File: src/rtl/vga_sprite_compositor_if.sv
// ---------------------------------------------------------------------------
// vga_sprite_compositor_if
// Pixel-rate bundle between the VGA timing generator / game logic and the
// sprite compositor.
//   master : timing/game side. Drives scan position, sprite positions and
//            colours, and per-pixel/frame flags. Receives colour and mode.
//   slave  : compositor side. Mirror of master.
// Signals:
//   h_cnt[10:0], v_cnt[9:0]        current scan position
//   active                         visible-area flag
//   frame_start                    one-cycle pulse per frame
//   player_x/y[9:0], player_dir    Pac-Man top-left corner and facing
//   move_en                        Pac-Man moving (mouth animates)
//   ghost_x_flat/ghost_y_flat      ghost i top-left at [i*10 +: 10]
//   ghost_rgb_flat                 ghost i colour {r,g,b} at [i*12 +: 12]
//   dot_pixel                      current pixel is a dot
//   power_pellet                   one-cycle pulse, (re)starts frightened
//   vga_r/g/b[3:0]                 registered colour out
//   fright_active                  frightened mode running
// ---------------------------------------------------------------------------
interface vga_sprite_compositor_if #(
  parameter int NUM_GHOSTS = 3
);
  logic [10:0]              h_cnt;
  logic [9:0]               v_cnt;
  logic                     active;
  logic                     frame_start;
  logic [9:0]               player_x;
  logic [9:0]               player_y;
  logic [1:0]               player_dir;
  logic                     move_en;
  logic [NUM_GHOSTS*10-1:0] ghost_x_flat;
  logic [NUM_GHOSTS*10-1:0] ghost_y_flat;
  logic [NUM_GHOSTS*12-1:0] ghost_rgb_flat;
  logic                     dot_pixel;
  logic                     power_pellet;
  logic [3:0]               vga_r;
  logic [3:0]               vga_g;
  logic [3:0]               vga_b;
  logic                     fright_active;

  modport master (
    output h_cnt, v_cnt, active, frame_start,
    output player_x, player_y, player_dir, move_en,
    output ghost_x_flat, ghost_y_flat, ghost_rgb_flat,
    output dot_pixel, power_pellet,
    input  vga_r, vga_g, vga_b, fright_active
  );

  modport slave (
    input  h_cnt, v_cnt, active, frame_start,
    input  player_x, player_y, player_dir, move_en,
    input  ghost_x_flat, ghost_y_flat, ghost_rgb_flat,
    input  dot_pixel, power_pellet,
    output vga_r, vga_g, vga_b, fright_active
  );
endinterface

File: src/rtl/vga_sprite_compositor.sv
// ---------------------------------------------------------------------------
// vga_sprite_compositor
// Two-stage registered sprite compositor for the Pac-Man VGA path. Draws
// Pac-Man (round body with an animated, direction-aware mouth), NUM_GHOSTS
// rectangular ghosts and the dot layer. Inputs sampled at edge n appear on
// vga_* after edge n+2; sync signals must be delayed 2 cycles externally.
//
// Ports:
//   clk    pixel clock
//   rst_n  asynchronous active-low reset
//   bus    vga_sprite_compositor_if.slave (scan position, sprite state,
//          dot/pellet flags in; vga_r/g/b and fright_active out)
//
// Build option:
//   VGA_FRIGHTENED_MODE_EN  when defined, builds the frame-timed frightened
//                           counter, blue/blink ghost colouring and
//                           fright_active. Otherwise power_pellet is ignored
//                           and fright_active is tied low.
// ---------------------------------------------------------------------------
module vga_sprite_compositor #(
  parameter int NUM_GHOSTS    = 3,
  parameter int SIZE          = 16,
  parameter int ANIM_FRAMES   = 8,
  parameter int FRIGHT_FRAMES = 360,
  parameter int BLINK_START   = 120
) (
  input  logic                    clk,
  input  logic                    rst_n,
  vga_sprite_compositor_if.slave  bus
);

  localparam int R     = SIZE / 2;
  localparam int DIV_W = (ANIM_FRAMES > 1) ? $clog2(ANIM_FRAMES) : 1;
  localparam logic [DIV_W-1:0]   DIV_LAST = DIV_W'(ANIM_FRAMES - 1);
  localparam logic signed [24:0] R_SQ     = 25'(R * R);

  localparam logic [11:0] PAC_RGB = 12'hFF0;
  localparam logic [11:0] DOT_RGB = 12'hFFF;

  typedef enum logic [1:0] {
    PH_CLOSED     = 2'd0,
    PH_HALF_OPEN  = 2'd1,
    PH_OPEN       = 2'd2,
    PH_HALF_CLOSE = 2'd3
  } phase_t;

  // Inside the circle dx^2 + dy^2 <= R^2; 25-bit signed holds the full
  // 12-bit offset range squared and summed.
  function automatic logic in_body(input logic signed [11:0] dx,
                                   input logic signed [11:0] dy);
    logic signed [24:0] ex;
    logic signed [24:0] ey;
    logic signed [24:0] d2;
    ex = 25'(dx);
    ey = 25'(dy);
    d2 = ex * ex + ey * ey;
    return d2 <= R_SQ;
  endfunction

  // Mouth wedge: 'along' points out of the mouth, 'perp' is the distance
  // off the mouth axis. HALF is a narrower wedge (slope 1/2) than OPEN.
  function automatic logic mouth_cut(input phase_t            ph,
                                     input logic [1:0]        dir,
                                     input logic signed [11:0] dx,
                                     input logic signed [11:0] dy);
    logic signed [13:0] x;
    logic signed [13:0] y;
    logic signed [13:0] along;
    logic signed [13:0] perp;
    x = 14'(dx);
    y = 14'(dy);
    case (dir)
      2'd0:    begin along = x;  perp = y; end
      2'd1:    begin along = -x; perp = y; end
      2'd2:    begin along = -y; perp = x; end
      default: begin along = y;  perp = x; end
    endcase
    if (perp < 0) perp = -perp;
    case (ph)
      PH_OPEN:                    return (along > 0) && (perp <= along);
      PH_HALF_OPEN, PH_HALF_CLOSE: return (along > 0) && ((perp <<< 1) <= along);
      default:                    return 1'b0;
    endcase
  endfunction

  // -------------------------------------------------------------------------
  // Mouth animation: phase FSM plus frame divider, both frozen while the
  // player is not moving.
  // -------------------------------------------------------------------------
  phase_t           phase_q, phase_d;
  logic [DIV_W-1:0] div_q, div_d;

  always_ff @(posedge clk or negedge rst_n) begin
    if (!rst_n) begin
      phase_q <= PH_CLOSED;
      div_q   <= '0;
    end else begin
      phase_q <= phase_d;
      div_q   <= div_d;
    end
  end

  always_comb begin
    phase_d = phase_q;
    div_d   = div_q;
    if (bus.frame_start && bus.move_en) begin
      if (div_q == DIV_LAST) begin
        div_d = '0;
        case (phase_q)
          PH_CLOSED:     phase_d = PH_HALF_OPEN;
          PH_HALF_OPEN:  phase_d = PH_OPEN;
          PH_OPEN:       phase_d = PH_HALF_CLOSE;
          default:       phase_d = PH_CLOSED;
        endcase
      end else begin
        div_d = div_q + 1'b1;
      end
    end
  end

  // -------------------------------------------------------------------------
  // Frightened mode: ghost colour override shared by all ghosts.
  // -------------------------------------------------------------------------
  logic        fright_sel;
  logic [11:0] fright_col;

`ifdef VGA_FRIGHTENED_MODE_EN
  logic [9:0] fc_q, fc_d;
  logic       fright_q;

  // A pellet reloads the count and wins over a same-cycle frame_start.
  always_comb begin
    fc_d = fc_q;
    if (bus.power_pellet) begin
      fc_d = 10'(FRIGHT_FRAMES);
    end else if (bus.frame_start && (fc_q != '0)) begin
      fc_d = fc_q - 10'd1;
    end
  end

  always_ff @(posedge clk or negedge rst_n) begin
    if (!rst_n) begin
      fc_q     <= '0;
      fright_q <= 1'b0;
    end else begin
      fc_q     <= fc_d;
      fright_q <= (fc_d != '0);
    end
  end

  assign fright_sel        = (fc_q != '0);
  assign fright_col        = ((fc_q <= 10'(BLINK_START)) && fc_q[3]) ? 12'hFFF : 12'h00F;
  assign bus.fright_active = fright_q;
`else
  logic unused_power_pellet;
  assign unused_power_pellet = bus.power_pellet;
  assign fright_sel          = 1'b0;
  assign fright_col          = 12'h000;
  assign bus.fright_active   = 1'b0;
`endif

  // -------------------------------------------------------------------------
  // Stage 0 -> 1: hit tests and per-ghost colour selection.
  // -------------------------------------------------------------------------
  logic [11:0]        pac_cx;
  logic [11:0]        pac_cy;
  logic signed [11:0] dx;
  logic signed [11:0] dy;
  logic               pac_hit_d;
  logic [NUM_GHOSTS-1:0] ghost_hit_d;
  logic [11:0]           ghost_col_d [NUM_GHOSTS];

  assign pac_cx    = {2'b00, bus.player_x} + 12'(R);
  assign pac_cy    = {2'b00, bus.player_y} + 12'(R);
  assign dx        = $signed({1'b0, bus.h_cnt}) - $signed(pac_cx);
  assign dy        = $signed({2'b00, bus.v_cnt}) - $signed(pac_cy);
  assign pac_hit_d = in_body(dx, dy) && !mouth_cut(phase_q, bus.player_dir, dx, dy);

  // Bounds are compared at 12 bits so a ghost straddling the right or
  // bottom edge of the 10-bit coordinate range does not wrap to column 0.
  for (genvar gi = 0; gi < NUM_GHOSTS; gi++) begin : g_ghost
    logic [11:0] gx;
    logic [11:0] gy;
    logic [11:0] hx;
    logic [11:0] vy;
    assign gx = {2'b00, bus.ghost_x_flat[gi*10 +: 10]};
    assign gy = {2'b00, bus.ghost_y_flat[gi*10 +: 10]};
    assign hx = {1'b0, bus.h_cnt};
    assign vy = {2'b00, bus.v_cnt};
    assign ghost_hit_d[gi] = (hx >= gx) && (hx < gx + 12'(SIZE)) &&
                             (vy >= gy) && (vy < gy + 12'(SIZE));
    assign ghost_col_d[gi] = fright_sel ? fright_col : bus.ghost_rgb_flat[gi*12 +: 12];
  end

  logic                  vld_p1;
  logic                  pac_hit_p1;
  logic                  dot_p1;
  logic [NUM_GHOSTS-1:0] ghost_hit_p1;
  logic [11:0]           ghost_col_p1 [NUM_GHOSTS];

  always_ff @(posedge clk or negedge rst_n) begin
    if (!rst_n) begin
      vld_p1       <= 1'b0;
      pac_hit_p1   <= 1'b0;
      dot_p1       <= 1'b0;
      ghost_hit_p1 <= '0;
    end else begin
      vld_p1       <= bus.active;
      pac_hit_p1   <= pac_hit_d;
      dot_p1       <= bus.dot_pixel;
      ghost_hit_p1 <= ghost_hit_d;
    end
  end

  always_ff @(posedge clk) begin
    ghost_col_p1 <= ghost_col_d;
  end

  // -------------------------------------------------------------------------
  // Stage 1 -> 2: priority mux Pac-Man > ghost 0..N-1 > dot > black.
  // -------------------------------------------------------------------------
  logic [11:0] rgb_d;
  logic [11:0] rgb_p2;

  always_comb begin
    rgb_d = 12'h000;
    if (dot_p1) rgb_d = DOT_RGB;
    // Walk from lowest priority upward so ghost 0 ends up on top.
    for (int i = NUM_GHOSTS - 1; i >= 0; i--) begin
      if (ghost_hit_p1[i]) rgb_d = ghost_col_p1[i];
    end
    if (pac_hit_p1) rgb_d = PAC_RGB;
    if (!vld_p1)    rgb_d = 12'h000;
  end

  always_ff @(posedge clk or negedge rst_n) begin
    if (!rst_n) begin
      rgb_p2 <= 12'h000;
    end else begin
      rgb_p2 <= rgb_d;
    end
  end

  assign bus.vga_r = rgb_p2[11:8];
  assign bus.vga_g = rgb_p2[7:4];
  assign bus.vga_b = rgb_p2[3:0];

endmodule

File: src/flat_wrapper.sv
// flat-port wrapper written by rule: the top's interface ports become plain ports
module vga_sprite_compositor_flat 
#(
  parameter int NUM_GHOSTS    = 3,
  parameter int SIZE          = 16,
  parameter int ANIM_FRAMES   = 8,
  parameter int FRIGHT_FRAMES = 360,
  parameter int BLINK_START   = 120
)
  (clk, rst_n, bus_h_cnt, bus_v_cnt, bus_active, bus_frame_start, bus_player_x, bus_player_y, bus_player_dir, bus_move_en, bus_ghost_x_flat, bus_ghost_y_flat, bus_ghost_rgb_flat, bus_dot_pixel, bus_power_pellet, bus_vga_r, bus_vga_g, bus_vga_b, bus_fright_active);
  vga_sprite_compositor_if #(.NUM_GHOSTS(NUM_GHOSTS)) bus_i ();
  input  logic clk;
  input  logic rst_n;
  input wire logic [$bits(bus_i.h_cnt)-1:0] bus_h_cnt;
  input wire logic [$bits(bus_i.v_cnt)-1:0] bus_v_cnt;
  input wire logic [$bits(bus_i.active)-1:0] bus_active;
  input wire logic [$bits(bus_i.frame_start)-1:0] bus_frame_start;
  input wire logic [$bits(bus_i.player_x)-1:0] bus_player_x;
  input wire logic [$bits(bus_i.player_y)-1:0] bus_player_y;
  input wire logic [$bits(bus_i.player_dir)-1:0] bus_player_dir;
  input wire logic [$bits(bus_i.move_en)-1:0] bus_move_en;
  input wire logic [$bits(bus_i.ghost_x_flat)-1:0] bus_ghost_x_flat;
  input wire logic [$bits(bus_i.ghost_y_flat)-1:0] bus_ghost_y_flat;
  input wire logic [$bits(bus_i.ghost_rgb_flat)-1:0] bus_ghost_rgb_flat;
  input wire logic [$bits(bus_i.dot_pixel)-1:0] bus_dot_pixel;
  input wire logic [$bits(bus_i.power_pellet)-1:0] bus_power_pellet;
  output wire logic [$bits(bus_i.vga_r)-1:0] bus_vga_r;
  output wire logic [$bits(bus_i.vga_g)-1:0] bus_vga_g;
  output wire logic [$bits(bus_i.vga_b)-1:0] bus_vga_b;
  output wire logic [$bits(bus_i.fright_active)-1:0] bus_fright_active;
  assign bus_i.h_cnt = bus_h_cnt;
  assign bus_i.v_cnt = bus_v_cnt;
  assign bus_i.active = bus_active;
  assign bus_i.frame_start = bus_frame_start;
  assign bus_i.player_x = bus_player_x;
  assign bus_i.player_y = bus_player_y;
  assign bus_i.player_dir = bus_player_dir;
  assign bus_i.move_en = bus_move_en;
  assign bus_i.ghost_x_flat = bus_ghost_x_flat;
  assign bus_i.ghost_y_flat = bus_ghost_y_flat;
  assign bus_i.ghost_rgb_flat = bus_ghost_rgb_flat;
  assign bus_i.dot_pixel = bus_dot_pixel;
  assign bus_i.power_pellet = bus_power_pellet;
  assign bus_vga_r = bus_i.vga_r;
  assign bus_vga_g = bus_i.vga_g;
  assign bus_vga_b = bus_i.vga_b;
  assign bus_fright_active = bus_i.fright_active;
  vga_sprite_compositor #(.NUM_GHOSTS(NUM_GHOSTS), .SIZE(SIZE), .ANIM_FRAMES(ANIM_FRAMES), .FRIGHT_FRAMES(FRIGHT_FRAMES), .BLINK_START(BLINK_START)) u_core (.clk(clk), .rst_n(rst_n), .bus(bus_i));
endmodule
File: config.mk
export PLATFORM = sky130hd
export DESIGN_NAME = vga_sprite_compositor_flat
export DESIGN_NICKNAME = d
export VERILOG_FILES = /design/src/rtl/vga_sprite_compositor_if.sv /design/src/rtl/vga_sprite_compositor.sv /design/src/flat_wrapper.sv
export SDC_FILE = /design/constraint.sdc
export NUM_CORES = 1
export LEC_CHECK = 0
export CAP_MARGIN = 20
export CELL_PAD_IN_SITES_DETAIL_PLACEMENT = 0
export CELL_PAD_IN_SITES_GLOBAL_PLACEMENT = 1
export CORE_MARGIN = 2
export CORE_UTILIZATION = 45
export DETAILED_ROUTE_END_ITERATION = 12
export PLACE_DENSITY = 0.86
export SLEW_MARGIN = 40
export SYNTH_ARGS = -nofsm -noshare
export SYNTH_HDL_FRONTEND = slang
export SYNTH_SLANG_ARGS = --single-unit
File: constraint.sdc
create_clock -name clk -period 1.6 [get_ports clk]
set_input_delay 0.48 -clock clk [delete_from_list [all_inputs] [get_ports clk]]
set_output_delay 0.48 -clock clk [all_outputs]
set_load 0.02 [all_outputs]
Yosys cells after proc, flatten, opt, wreduce, memory -nomap -nowiden:

Cells that the tools add are included.

* output and inout bits: 13
* bits of input ports: 146
* logic and storage cells: 81
* memories kept: 0
* register bits after elaboration: 59
* bits in latches: 0
* bits in read-only memories: 0
* RAM bits: 0

* add/sub/neg operators: 15
* shift-type cells: 0
* $mul: 2
* $lt $le $gt $ge: 17
* eq/ne operators: 6
* div/mod/pow operators: 0
* multiplexer cells: 12
* bitwise gates (word level): 0
* reductions and logical operators: 19

Operators by type and width (number)
* $mux 12: 6
* $add 10x5->11 const B: 6
* $mul 12x12->24: 2
* $pmux 14 s3: 1
* $lt 10x12->1: 3
* $lt 11x12->1: 3
* $ge 11x10->1: 3
* $ge 10x10->1: 3
* $le 14x14->1: 2
* $mux 14: 2
* $neg 12->14: 2
* $add 25x25->25: 1
* $le 25x8->1 const B: 1
* $add 10x4->11 const B: 2
* $gt 14x1->1 const B: 1
* $lt 14x1->1 const B: 1
* $neg 14->14: 1
* $logic_and 1x1->1: 13
* $sub 10x11->12: 1
* $sub 11x11->12: 1
* $eq 2x2->1 const B: 3
* $pmux 2 s3: 1
* $eq 2x1->1 const B: 2
* $logic_not 2->1: 2
* other kinds (7): 8

Logic depth before layout (Yosys ltp):

Gate-level depths: netlist (run 1).

* depth after elaboration: 10
* gate-level depth with buffers: 44
* mapped depth without buffers: 43

Least setup slack after synthesis (run 1):

OpenSTA, ideal clock, no wires.

* kind: input to register
* from: input port bus_player_y[1]
* to: register u_core.pac_hit_p1
* cell stages on the path: 41
* slack: -7.892 ns
* arrival time: 9.419 ns
* library setup time: 0.073 ns
* cells stage by stage: inv_1 ha_1 ha_1 fa_1 a211oi_2 o21ai_1 a31oi_2 nand2b_1 a21oi_1 inv_1 clkbuf_1 nand2_1 fa_1 inv_1 fa_1 inv_1 fa_1 inv_1 (+5 left out) o41a_1 a211o_1 a31oi_1 nor2b_1 o21ai_0 a21oi_1 xnor2_1 ha_1 inv_1 a222oi_1 o21ai_0 or4_1 nor4_1 o2111ai_1 a21oi_1 and4_1 nand4b_1 a2bb2oi_2

* cells in the longest elaborated chain, start to end: 10
* elaborated cells on any way between the ends: 19
* those cells by class: add/sub: 5; mul: 1; order compare: 5; mux: 4; reduce/logical: 4

RTL lines
* from (decl): RTL line flat_wrapper.sv:19 `input wire logic [$bits(bus_i.player_y)-1:0] bus_player_y;`
* $add 10x4->11 *: RTL line vga_sprite_compositor.sv:174 `assign pac_cy = {2'b00, bus.player_y} + 12'(R);`
* $sub 10x11->12 *: RTL line vga_sprite_compositor.sv:176 `assign dy = $signed({2'b00, bus.v_cnt}) - $signed(pac_cy);`
* branches (longest 7 deep; another with $add 25x25->25)
* $logic_and 1x1->1 *: RTL line vga_sprite_compositor.sv:177 `assign pac_hit_d = in_body(dx, dy) && !mouth_cut(phase_q, bus.player_dir, dx, dy);`
* via u_core.pac_hit_d: RTL line vga_sprite_compositor.sv:169 `logic pac_hit_d;`
* to (signal assigned): RTL line vga_sprite_compositor.sv:209 `pac_hit_p1 <= pac_hit_d;`
* to (decl): RTL line vga_sprite_compositor.sv:196 `logic pac_hit_p1;`

Mark *: on every way through the listed nets, which the timed path passes.
A chain may end at the register's enable or synchronous reset.

Worst setup path in the final report (run 1):

* from: input port bus_player_x[1]
* to: register u_core.pac_hit_p1

* cells in the longest elaborated chain, start to end: 10
* elaborated cells on any way between the ends: 19
* those cells by class: add/sub: 5; mul: 1; order compare: 5; mux: 4; reduce/logical: 4

RTL lines
* from (decl): RTL line flat_wrapper.sv:18 `input wire logic [$bits(bus_i.player_x)-1:0] bus_player_x;`
* $add 10x4->11 *: RTL line vga_sprite_compositor.sv:173 `assign pac_cx = {2'b00, bus.player_x} + 12'(R);`
* $sub 11x11->12 *: RTL line vga_sprite_compositor.sv:175 `assign dx = $signed({1'b0, bus.h_cnt}) - $signed(pac_cx);`
* branches (longest 7 deep; another with $add 25x25->25)
* $logic_and 1x1->1 *: RTL line vga_sprite_compositor.sv:177
* via u_core.pac_hit_d: RTL line vga_sprite_compositor.sv:169

Marks and branches as above.

==> tab_implementation.tex, run 1 <==
\begin{tabular}{lr}
\hline
Metric & Value \\
\hline
\multicolumn{2}{l}{\textbf{Run status}} \\
\quad Outcome & finished with violations \\
\quad Failing checks & negative setup slack \\
\multicolumn{2}{l}{\textbf{GRT}} \\
\quad Number of global-route vias before repair & 18251 \\
\quad Wire length of the first global-routing pass & 87900 um \\
\quad Total overflow reported by the global router & 0 \\
\quad Number of antenna violations at the first check in global routing & 3 \\
\quad Overall global routing resource usage & 25.9\% \\
\quad Maximum number of pins on one net before global-route repair & 25 \\
\multicolumn{2}{l}{\textbf{Placement}} \\
\quad Final HPWL DP & 46900 um \\
\quad Number of port buffers & 156 \\
\quad Total placed instance area & 24700 sq um \\
\quad Placer congestion estimate & 0.939 \\
\multicolumn{2}{l}{\textbf{STA}} \\
\quad Final worst-path setup slack & -7.70 ns \\
\quad Final Max Slew Viols & 0 \\
\quad Final count of hold timing violations & 0 \\
\quad Min Clock Period, post-route & 9.30 ns \\
\quad Worst-case clock skew & 0.0180 ns \\
\quad Count of final setup violators & 4 \\
\quad Relative slew slack & 56.4\% \\
\quad Unrepaired setup endpoints after global routing & true \\
\quad Peak clock frequency supported by timing & 0.107 GHz \\
\quad Fraction of the cycle the final worst path needs & 581\% \\
\quad Final hold slack & 0.493 ns \\
\quad Transition time at the pin with the least slew margin & 0.654 ns \\
\multicolumn{2}{l}{\textbf{Layout}} \\
\quad Final core utilization & 62.8\% \\
\quad Most common library cell in the layout ignoring fill and taps & buf\_4 \\
\quad Commonest cells after routing, fill and taps aside & 501 x buf\_4, 455 x inv\_1, 268 x ha\_1 \\
\quad Count of filler cells inserted in the layout & 3420 \\
\quad Net total in the final layout & 3527 \\
\quad Area growth, synth to finish & 38.4\% \\
\quad Post-route cell area & 25500 sq um \\
\quad Fraction of layout instances using a drive strength above 1 & 25.8\% \\
\multicolumn{2}{l}{\textbf{Route}} \\
\quad Count of vias placed by the detailed router & 17059 \\
\quad Number of vias per cell after detailed routing & 5.08 \\
\quad Final WL & 53500 um \\
\quad Number of DRC violations after detailed routing & 0 \\
\quad Drt first pass iters & 6 \\
\quad Detailed Route Iter0 Violations & 834 \\
\quad Wirelength per Cell & 15.9 um \\
\quad Antenna Nets Post-Route & 0 \\
\multicolumn{2}{l}{\textbf{Logic synthesis}} \\
\quad Distinct cells, synth & 93 \\
\quad Async S/R FF share, synth & 39.0\% \\
\quad Average cell area after synthesis & 8.44 sq um \\
\quad Dominant synthesized flop cell & dfxtp\_1 \\
\quad Number of synthesized flops with an enable pin & 0 \\
\quad Count of warnings emitted by yosys & 0 \\
\quad Seq/Total Area, Yosys & 7.03\% \\
\quad Cell count after synthesis & 2186 \\
\quad Flip-flop and latch count after synthesis & 59 \\
\quad Post-Syn Area & 18400 sq um \\
\multicolumn{2}{l}{\textbf{Worst setup path}} \\
\quad Critical path data arrival time & 9.58 ns \\
\quad Most prevalent standard cell on the critical path & fa\_1 \\
\quad CP Class & in2reg \\
\quad Startpoint of the worst-slack reg-to-reg timing path & u\_core.phase\_q[1] \\
\quad Data required time of the critical path & 1.87 ns \\
\quad Startpoint class of the critical path & input pin \\
\quad Worst Path Max Fanout & 5 \\
\quad Critical-path top delay cell & fa\_1 \\
\quad Capturing element type of the critical path & flop \\
\quad Worst reg2reg path endpoint & u\_core.pac\_hit\_p1 \\
\quad Maximum single-stage delay on the critical path & 0.56 ns \\
\quad Count of cells along the worst register-to-register path & 6 \\
\quad Flop2flop setup slack & 0.02 ns \\
\multicolumn{2}{l}{\textbf{Clock tree}} \\
\quad Buffers from clock root to sink, at most & 2 \\
\quad H-tree level count & 3 \\
\quad Clock latency on the worst-skew pair & 0.34 ns \\
\quad Register clock-pin slew on the reported worst setup and hold paths & 0.07 ns \\
\quad Num Clock Sinks & 59 \\
\quad TritonCTS clock tree & yes \\
\quad Clock buffer count from CTS & 9 \\
\quad Clock Tree Root & clkbuf\_16 \\
\multicolumn{2}{l}{\textbf{Floorplan}} \\
\quad Vert. Die Dim & 206 um \\
\quad Area enclosed by the die boundary & 42600 sq um \\
\quad Die X-Extent & 206 um \\
\quad Initial Utilization & 45.4\% \\
\quad Row count & 74 \\
\quad Core footprint & 40600 sq um \\
\quad Ports placed on the boundary & 159 \\
\multicolumn{2}{l}{\textbf{Flow run}} \\
\quad Max-cap violations & 0 \\
\multicolumn{2}{l}{\textbf{Hold path}} \\
\quad Start point of the worst hold path & u\_core.ghost\_col\_p1[24] \\
\quad Type of the most critical hold path & reg2reg \\
\quad Terminating pin of the worst hold path & u\_core.rgb\_p2[0] \\
\quad Cells on Worst Hold Path & 2 \\
\hline
\end{tabular}
[worst max-delay path: cells and delay by family]
family	cells	cell delay (ns)
xor gates and xnor gates	2	0.42
buffers and inverters	8	0.96
adders and majority gates	10	3.92
AOI/OAI and AO/OA	14	2.67
and+or+nand+nor	5	1.11
[state kept, by name, indices dropped and copies added, names as in the netlist]
signal / cells
u_core.phase_q: 2
u_core.dot_p1: 1
u_core.ghost_hit_p1: 3
u_core.ghost_col_p1: 36
u_core.pac_hit_p1: 1
u_core.rgb_p2: 12
u_core.div_q: 3
u_core.vld_p1: 1
[worst max path at each step]
stage,start,end,slack (ns),cells after the start
5_1_grt,bus_player_y[1],u_core.pac_hit_p1,-8.14,40
2_1_floorplan,bus_v_cnt[1],u_core.pac_hit_p1,-7.04,40
3_3_place_gp,bus_h_cnt[1],u_core.pac_hit_p1,-8.16,37
6_report,bus_player_x[1],u_core.pac_hit_p1,-7.70,39
3_5_place_dp,bus_h_cnt[1],u_core.pac_hit_p1,-8.34,37
4_1_cts,bus_player_x[1],u_core.pac_hit_p1,-7.69,38
[kinds of logic (layout without fill, tap and decap cells)]
family	count (synthesis)	in the layout	synth area share [%]
other	1	5	0.0203
buffers and inverters	545	1182	11.4
multiplexers	17	17	1.05
AND/OR/NAND/NOR	518	518	13.3
AO/OA/AOI/OAI	385	385	13.8
XOR/XNOR	101	101	5.20
adder cells (fa/ha/maj)	560	560	48.1
flip-flops	59	59	7.03
[routing by layer]
layer  GRT usage, %  up-vias  wire length [um]
met5              0        -                 0
met4           6.40        0              1240
met3           2.11       64              2130
met2           47.7      338             26800
met1           32.4     8274             23300
li1               -     8383                 -
[cell type report]
type	instances	area [sq um]	area share, %
multi-input combinational	1585	15900	62.2
tap	532	666	2.61
clock buffer	9	225	0.882
antenna	1	2.50	0.00980
inverter	497	1900	7.45
clock inverter	7	100	0.392
timing repair buffer	669	5460	21.4
sequential	59	1300	5.08
[what timing repair did]
action | in CTS | in global routing
pin swaps | 63 | 32
hold buffers | 0 | 0
buffers inserted | 11 | 0
endpoints found under the hold margin | 0 | 0
endpoints found under the setup margin | 28 | 9
resized for setup | 134 | 30
[through the flow]
step | worst slack, ns | cells | setup TNS [ns]
6_report | -7.70 | 3359 | -10.19
5_1_grt | -8.14 | 3359 | -10.86
2_1_floorplan | -7.04 | 2189 | -8.97
3_3_place_gp | -8.16 | 3332 | -13.50
3_5_place_dp | -8.34 | 3332 | -14.97
4_1_cts | -7.69 | 3358 | -10.19
[Yosys cell counts, types with 5 or more instances]
master	number	area, sq um
a31oi_1	17	106
o211ai_1	13	97.6
xnor2_1	81	709
dfxtp_1	36	721
o21ai_0	80	400
inv_1	480	1800
or2_2	7	43.8
nor4_1	6	37.5
nand4_1	15	93.8
nor2_1	174	653
nor2b_1	18	113
mux2_2	5	56.3
nor3b_1	5	37.5
buf_1	5	18.8
xor2_1	13	114
dfrtp_1	23	576
a211oi_2	5	62.6
clkbuf_1	28	105
o21a_1	28	210
a21boi_0	8	60.1
ha_1	311	3890
clkinv_1	7	26.3
a21oi_1	108	541
a211oi_1	14	105
nor3_1	38	190
o21bai_1	6	45.0
and3_1	16	100
or3_1	6	37.5
nand2_1	135	507
a211o_1	9	78.8
mux2i_1	10	100
a21o_1	39	293
o21ai_1	7	35.0
nand2b_1	16	100
buf_2	9	45.0
and4_1	6	52.6
inv_2	7	26.3
nand3_1	51	255
fa_1	249	4980
Power of run 1 is left out: the tool's default activity adds up to more than one toggle a clock period on the data nets, which glitch-free logic cannot reach.
==> run 2: changes to the inputs <==
--- a/config.mk
+++ b/config.mk
@@ -5,6 +5,7 @@
 export SDC_FILE = /design/constraint.sdc
 export NUM_CORES = 1
 export LEC_CHECK = 0
+export ABC_AREA = 0
 export CAP_MARGIN = 20
 export CELL_PAD_IN_SITES_DETAIL_PLACEMENT = 0
 export CELL_PAD_IN_SITES_GLOBAL_PLACEMENT = 1
==> results of run 2 <==
Same layout as run 1: the final DEF is identical, and so are final timing and power.
Power of run 2 is left out for the same reason.
